`src/rtl/cacheline_adaptor_pkg.sv`:
```
// Shared cacheline/burst constants, beat-index type and adaptor state encoding.
// Latency: n/a (types and constants only).
// Backpressure: n/a.
package cacheline_adaptor_pkg;

  localparam int CL_LINE_WIDTH  = 256;
  localparam int CL_BURST_WIDTH = 64;
  localparam int CL_BEATS       = CL_LINE_WIDTH / CL_BURST_WIDTH;

  // Index of one memory beat within a cacheline.
  typedef logic [$clog2(CL_BEATS)-1:0] beat_idx_t;

  // Adaptor FSM state, visible to arbiter/cache benches.
  typedef enum logic [1:0] {
    CA_IDLE  = 2'd0,
    CA_READ  = 2'd1,
    CA_WRITE = 2'd2,
    CA_DONE  = 2'd3
  } ca_state_e;

endpackage

```
`src/rtl/cacheline_adaptor.sv`:
```
// Cacheline <-> burst adaptor: one line read/write becomes a BEATS-beat memory burst.
// Latency: accept + gaps + BEATS beats + 1; minimum 5 cycles from acceptance to line_resp_o.
// Backpressure: memory paces beats with burst_resp_i; the arbiter holds its request until line_resp_o.
module cacheline_adaptor
  import cacheline_adaptor_pkg::*;
#(
  parameter int LINE_WIDTH  = CL_LINE_WIDTH,
  parameter int BURST_WIDTH = CL_BURST_WIDTH
) (
  input  logic                   clk,
  input  logic                   rst,
  input  logic [31:0]            line_addr_i,
  input  logic [LINE_WIDTH-1:0]  line_i,
  output logic [LINE_WIDTH-1:0]  line_o,
  input  logic                   line_read_i,
  input  logic                   line_write_i,
  output logic                   line_resp_o,
  output logic [31:0]            burst_addr_o,
  input  logic [BURST_WIDTH-1:0] burst_i,
  output logic [BURST_WIDTH-1:0] burst_o,
  output logic                   burst_read_o,
  output logic                   burst_write_o,
  input  logic                   burst_resp_i
);

  // LINE_WIDTH/BURST_WIDTH must be a power of two >= 2 so the beat counter wraps cleanly.
  localparam int BEATS = LINE_WIDTH / BURST_WIDTH;
  localparam int CNT_W = $clog2(BEATS);
  localparam int OFF_W = $clog2(LINE_WIDTH / 8);

  localparam logic [CNT_W-1:0] LAST_BEAT = CNT_W'(BEATS - 1);
  localparam logic [CNT_W-1:0] ONE_BEAT  = CNT_W'(1);
  // Clears the byte-within-line offset so memory always sees a line-aligned address.
  localparam logic [31:0]      ADDR_MASK = ~((32'd1 << OFF_W) - 32'd1);

  ca_state_e state_q, state_d;
  logic [CNT_W-1:0] cnt_q, cnt_d;
  logic [BEATS-1:0][BURST_WIDTH-1:0] line_buf_q, line_buf_d;
  logic [31:0] addr_q, addr_d;

  // Next-state: accept in IDLE (write wins), step one beat per burst_resp_i, pulse DONE once.
  always_comb begin
    state_d    = state_q;
    cnt_d      = cnt_q;
    line_buf_d = line_buf_q;
    addr_d     = addr_q;
    case (state_q)
      CA_IDLE: begin
        if (line_write_i) begin
          addr_d     = line_addr_i & ADDR_MASK;
          line_buf_d = line_i;
          cnt_d      = '0;
          state_d    = CA_WRITE;
        end else if (line_read_i) begin
          addr_d  = line_addr_i & ADDR_MASK;
          cnt_d   = '0;
          state_d = CA_READ;
        end
      end
      CA_READ: begin
        if (burst_resp_i) begin
          // Little-endian assembly: beat 0 lands in the lowest bits of the line.
          line_buf_d[cnt_q] = burst_i;
          cnt_d             = cnt_q + ONE_BEAT;
          if (cnt_q == LAST_BEAT) begin
            state_d = CA_DONE;
          end
        end
      end
      CA_WRITE: begin
        if (burst_resp_i) begin
          cnt_d = cnt_q + ONE_BEAT;
          if (cnt_q == LAST_BEAT) begin
            state_d = CA_DONE;
          end
        end
      end
      CA_DONE: begin
        // Requests are not sampled here; the arbiter drops them on line_resp_o.
        state_d = CA_IDLE;
      end
      default: begin
        state_d = CA_IDLE;
      end
    endcase
  end

  // State registers with synchronous reset; a reset mid-burst simply abandons the transaction.
  always_ff @(posedge clk) begin
    if (rst) begin
      state_q    <= CA_IDLE;
      cnt_q      <= '0;
      line_buf_q <= '0;
      addr_q     <= '0;
    end else begin
      state_q    <= state_d;
      cnt_q      <= cnt_d;
      line_buf_q <= line_buf_d;
      addr_q     <= addr_d;
    end
  end

  // Outputs are pure decodes of registered state, so none depend combinationally on inputs.
  assign line_resp_o   = (state_q == CA_DONE);
  assign burst_read_o  = (state_q == CA_READ);
  assign burst_write_o = (state_q == CA_WRITE);
  assign burst_addr_o  = addr_q;
  assign line_o        = line_buf_q;
  assign burst_o       = line_buf_q[cnt_q];

endmodule

```
`config.mk`:
```
export PLATFORM = sky130hd
export DESIGN_NAME = cacheline_adaptor
export DESIGN_NICKNAME = d
export VERILOG_FILES = /design/src/rtl/cacheline_adaptor_pkg.sv /design/src/rtl/cacheline_adaptor.sv
export SDC_FILE = /design/constraint.sdc
export NUM_CORES = 1
export LEC_CHECK = 0
export BUFFER_PORTS_ARGS = -buffer_cell sky130_fd_sc_hd__buf_2
export CAP_MARGIN = 0
export CORE_AREA = 2 2 273 275
export CTS_BUF_LIST = sky130_fd_sc_hd__clkbuf_4
export DETAILED_ROUTE_END_ITERATION = 8
export DIE_AREA = 0 0 275 277
export PLACE_DENSITY_LB_ADDON = 0.08
export SLEW_MARGIN = 20
export SYNTH_ARGS = -nofsm -noshare
export SYNTH_HDL_FRONTEND = slang
export SYNTH_SLANG_ARGS = --single-unit
```
`constraint.sdc`:
```
create_clock -name clk -period 3.5 [get_ports clk]
set_clock_uncertainty 0.05 [all_clocks]
set_input_delay 0.35 -clock clk [delete_from_list [all_inputs] [get_ports clk]]
set_output_delay 0.35 -clock clk [all_outputs]
set_load 0.005 [all_outputs]
```
---- Yosys cells after proc, flatten, opt, wreduce, memory -nomap -nowiden ----
Index checks and enable logic that the tools add are counted.
word-level totals
  bits in registers ....................... 292
  input port bits ......................... 357
  output and inout bits ................... 355
cells by class
  add/subtract/negate cells ............... 1
  order comparisons ....................... 2
  equality and inequality tests ........... 9
  muxes and demuxes ....................... 19
  reductions and logical operators ........ 10
operators by type and width
  operator                                                            count
  two-way mux 256 bit                                                 2
  case mux 256 bit (2 select lines)                                   1
  bitwise mux 256 bit                                                 1
  binary-select mux 64 bit (select 2 bit)                             1
  demux 64 bit (select 2 bit)                                         1
  two-way mux 64 bit                                                  2
  two-way mux 32 bit                                                  2
  two-way mux 2 bit                                                   7
  AND reduction 3 bit                                                 3
  equality test 2 bit (second input constant)                         3
  != test 2 x 1 -> 1 bit (second input constant)                      3
  case mux 2 bit (3 select lines)                                     1
  nonzero test 2 bit                                                  3
  case mux 2 bit (2 select lines)                                     1
  less-than comparator 2 x 3 -> 1 bit (second input constant)         1
  != test 3 bit (second input constant)                               1
  adder 2 x 1 -> 2 bit (second input constant)                        1
  equality test 2 x 1 -> 1 bit (second input constant)                1
  greater-or-equal comparator 2 x 1 -> 1 bit (second input constant)  1
  zero test 2 bit                                                     1
  != test 2 bit (second input constant)                               1
  AND reduction 2 bit                                                 1
  OR reduction 2 bit                                                  1
  logical AND 1 bit                                                   1

---- Depth between registers and ports, before layout ----
  word-level depth ........................ 7
  gate-level depth with buffers ........... 10
  gate-level depth less buffers ........... 5

---- Worst setup path after synthesis ----
No wires, ideal clock.
  path kind ............................... reg-to-reg
  from .................................... reg cnt_q[1]
  to ...................................... reg line_buf_q (netlist bit line_o[100])
  library setup time ...................... 0.146 ns
  arrival ................................. 2.095 ns
  path slack .............................. 1.209 ns
  cell stages (with the launch flop) ...... 11
  path buffers ............................ 5
  cell sequence ........................... dfxtp_1 buf_4 buf_2 buf_2 inv_1 ha_1 nand2b_1 clkbuf_1 clkbuf_1 a31oi_1 a211oi_2
between the ends
  cells in the longest elaborated chain, start to end .. 7
ends and longest elaborated chain
  what                                                                                                                            RTL line                 source
  from (decl)                                                                                                                     cacheline_adaptor.sv:37  logic [CNT_W-1:0] cnt_q, cnt_d;
  from (signal assigned)                                                                                                          cacheline_adaptor.sv:97  cnt_q <= cnt_d;
  less-than comparator 2 x 3 -> 1 bit (not written as such) / greater-or-equal comparator 2 x 1 -> 1 bit (equally long branches)  cacheline_adaptor.sv:63  line_buf_d[cnt_q] = burst_i;
  logical AND 1 bit (not written as such)                                                                                         cacheline_adaptor.sv:63
  two-way mux 64 bit (not written as such)                                                                                        cacheline_adaptor.sv:63
  demux 64 bit (select 2 bit) *                                                                                                   cacheline_adaptor.sv:63
  bitwise mux 256 bit *                                                                                                           cacheline_adaptor.sv:63
  two-way mux 256 bit *                                                                                                           cacheline_adaptor.sv:61  if (burst_resp_i) begin
  case mux 256 bit (2 select lines) *                                                                                             cacheline_adaptor.sv:47  case (state_q)
  to (signal assigned)                                                                                                            cacheline_adaptor.sv:98  line_buf_q <= line_buf_d;
  to (decl)                                                                                                                       cacheline_adaptor.sv:38  logic [BEATS-1:0][BURST_WIDTH-1:0] line_buf_q, line_buf_d;
Mark *: on every way between the ends. The rest lies on a longest branch, timed or not. The select of a mux whose other input is x is not followed.
A chain may end at the register's enable or synchronous reset.

---- Worst setup path after layout ----
  from .................................... reg state_q[1]
  to ...................................... reg line_buf_q (netlist bit line_o[180])
between the ends
  cells in the longest elaborated chain, start to end .. 3
ends and longest elaborated chain
  what                                                                    RTL line                 source
  from (decl)                                                             cacheline_adaptor.sv:36  ca_state_e state_q, state_d;
  from (signal assigned)                                                  cacheline_adaptor.sv:96  state_q <= state_d;
  equality test 2 x 1 -> 1 bit / zero test 2 bit (equally long branches)  cacheline_adaptor.sv:47
  != test 2 x 1 -> 1 bit (no source line), or another cell as far along   --
  AND reduction 3 bit (no source line)                                    --
Several ways; a longest one is shown, not always the timed one.

==> flow_summary.json <==
{
  "worst_ep_arrival_time_ns": 3.89,
  "fin_setup_tns_ns": 0,
  "finalCritPeriodShare_pct": 93.11,
  "async_reset_ff_share_pct": 0,
  "vdd_ir_drop_max_mv": 0.9473,
  "crit_end": "line_o[180]",
  "nNetsFinal": 3212,
  "cts.clk_slew.worst_paths_ns": 0.06,
  "grt_pass1_wl_um": 137100,
  "routedWlPerCell_um": 24.29,
  "initial_core_util_pct": 23.27,
  "synthCells": 1748,
  "vias_per_cell": 5.215,
  "end_kind": "flip-flop",
  "fin_crit_ns": 3.259,
  "r2r_cells": 8,
  "drc_errors": 0,
  "htreeDepth": 3,
  "fmaxAchievable_mhz": 306.9,
  "die_h_um": 277,
  "synth_edf_count": 0,
  "ys.flop_type": "dfxtp_1",
  "final_area_sq_mm": 0.02728,
  "hold_violations": 0,
  "r2r-start": "state_q[1]",
  "core_area_sq_mm": 0.07357,
  "p_leak_nw": 11.22,
  "maxCapViolCount": 0,
  "crit_fanout": 203,
  "synth_area_leaders": "dfxtp_1 34%, a311oi_2 11%, a31oi_1 9.4%",
  "clock-sinks": 287,
  "design.portCount": 712,
  "rrSetupSlack_ns": 0.24,
  "tritoncts": "yes",
  "synth.distinct_cells": 34,
  "rows": 100,
  "ys_ff_latch": 287,
  "yosysSeqAreaShare_pct": 33.56,
  "critPathLaunch": "state_q[1]",
  "grtUsageTotal_pct": 23.68,
  "area_delta_synth_final_pct": 59.38,
  "synth_top_cells_by_count": "287 x dfxtp_1, 256 x a31oi_1, 159 x a21oi_1, 134 x nand2b_1",
  "die_w_um": 275,
  "grt_start_max_net_pins": 204,
  "gp_congestion": 0.8505,
  "ant_nets": 0,
  "drive_gt1_share_pct": 41.47,
  "grt.overflow.total": 0,
  "hold_class": "primary input to flip-flop",
  "numCtsBuffers": 92,
  "synth_warnings": 0,
  "post_cts_buffers": 0,
  "first_iter_violations": 1417,
  "cts_root_buf": "clkbuf_4",
  "setup-violations-final": 0,
  "yosysMostFrequentCell": "dfxtp_1",
  "antenna_found_initial": 11,
  "post-route-util_pct": 37.08,
  "place_area_sq_mm": 0.02122,
  "io_buffer_count": 701,
  "dieArea_sq_mm": 0.07618,
  "yosysTopAreaCell": "dfxtp_1",
  "rsz0062_at_grt": "false",
  "status": "completed",
  "powerDensity_mw_per_mm2": 763.3,
  "clock_path_buffers": 3,
  "clock_latency_ns": 0.78,
  "routed_wirelength_um": 94130,
  "criticalPathCategory": "flip-flop to flip-flop",
  "reg2reg_to": "line_o[180]",
  "slew_violations": 0,
  "grt_pass1_vias": 20950,
  "yosysTopAreaCellShare_pct": 33.56,
  "syn_area_per_cell_sq_um": 9.793,
  "slew_headroom_pct": 29.07,
  "vias": 20210,
  "dp_hpwl_um": 59720,
  "max_slew.worst_pin.slew_ns": 1.064,
  "synthesis.area_sq_mm": 0.01712,
  "first_pass_iters": 5,
  "cp_data_required_time_ns": 4.13,
  "worstSetupStartpointType": "flip-flop"
}
==> logic make-up (layout without fill, tap and decap cells) <==
logic type      Yosys count  after routing  synth area share [%]
simple gates            458            458                 15.03
compound gates          680            680                 34.45
buf+inv                 246           1390                 7.638
other cells               1             15               0.02191
mux                      66             66                 8.567
fa+ha+maj                10             10                0.7309
flops                   287            287                 33.56
==> cell type report <==
type	instances	area, sq um
inverter	4	15.01
antenna	10	25.02
multi-input combinational	1219	10200
clock inverter	18	87.58
sequential	287	5753
fill	7721	46290
tap	969	1212
clock buffer	127	953.4
timing repair buffer	1241	9037
==> repair_timing <==
action / CTS / global route
hold buffers: 499 / 0
hold endpoints to repair: 287 / 0
setup endpoints to repair: 2 / 0
gates resized for setup: 1 / 0
==> cells in the final DEF (no fill, tap or decap), types with 5 or more instances in the layout <==
cell type      netlist  final
mux4_2              64     64
dfxtp_1            287    285
buf_12               0     17
buf_2               76    700
ha_1                10      7
nand2b_1           134    129
nand3_1            128    128
clkbuf_4             0    127
a211oi_2           120    120
a31oi_1            256    256
nand2_1             55     55
nand2b_4             0      5
buf_4               19     23
conb_1               1      5
dlygate4sd3_1        0    499
nor2b_1            128    128
a311oi_1             9      9
diode_2              0     10
a21oi_1            159    159
clkinv_1             0     11
a211oi_1             8      8
a311oi_2           120    120
==> worst min-delay path by stage <==
| stage | start | to | slack (ns) | cells past startpoint |
|---|---|---|---|---|
| 2_1_floorplan | burst_addr_o[10] | burst_addr_o[10] | 0.40 | 2 |
| 3_3_place_gp | burst_addr_o[20] | burst_addr_o[20] | 0.39 | 2 |
| 3_5_place_dp | burst_addr_o[5] | burst_addr_o[5] | 0.40 | 2 |
| 4_1_cts | rst | line_o[172] | 0.002 | 2 |
| 5_1_grt | rst | line_o[111] | 0.06 | 2 |
| 6_report | rst | line_o[111] | 0.1 | 2 |
==> power breakdown <==
| group | switching [W] | internal [W] | leakage [nW] |
|---|---|---|---|
| logic | 0.00650 | 0.00541 | 8.22 |
| registers | 0.00118 | 0.00441 | 2.38 |
| clock network | 0.00167 | 0.00165 | 0.622 |
==> stage by stage <==
| stage | hold slack [ns] | total power (W) | cells | setup WS [ns] |
|---|---|---|---|---|
| finish | 0.09866 | 0.02083 | 3875 | 0.2412 |
| global route | 0.05545 | 0.02212 | 3873 | 0.1156 |
| CTS | 0.001737 | 0.02092 | 3865 | 0.1845 |
| detailed placement | 0.3969 | 0.01610 | 3221 | 0.9108 |
| global placement | 0.3917 | 0.01596 | 3221 | 0.9111 |
| floorplan | 0.4027 | 0.01214 | 1752 | 1.209 |
==> sequential cells by signal, summed over array words and instances (netlist names) <==
signal / flops
line_o: 256
cnt_q: 2
state_q: 2
burst_addr_o: 27
==> routing by layer <==
metal	wire [um]	vias up	global-route usage, %
li1	-	8983	-
met1	39430	10180	30.04
met2	45720	889	39.43
met3	6366	159	4.743
met4	2574	4	8.718
met5	30	-	0
==> worst max-delay path, stage by stage, from the launching register on <==
cell           delay (ns)
dfxtp_1              0.33
inv_1                0.16
ha_4                 0.27
buf_12               0.52
nor2b_1              0.11
a21oi_1              0.15
dlygate4sd3_1        0.57
a211oi_2             0.07
dlygate4sd3_1        0.59
No activity file was read; power rests on OpenSTA's default activity.
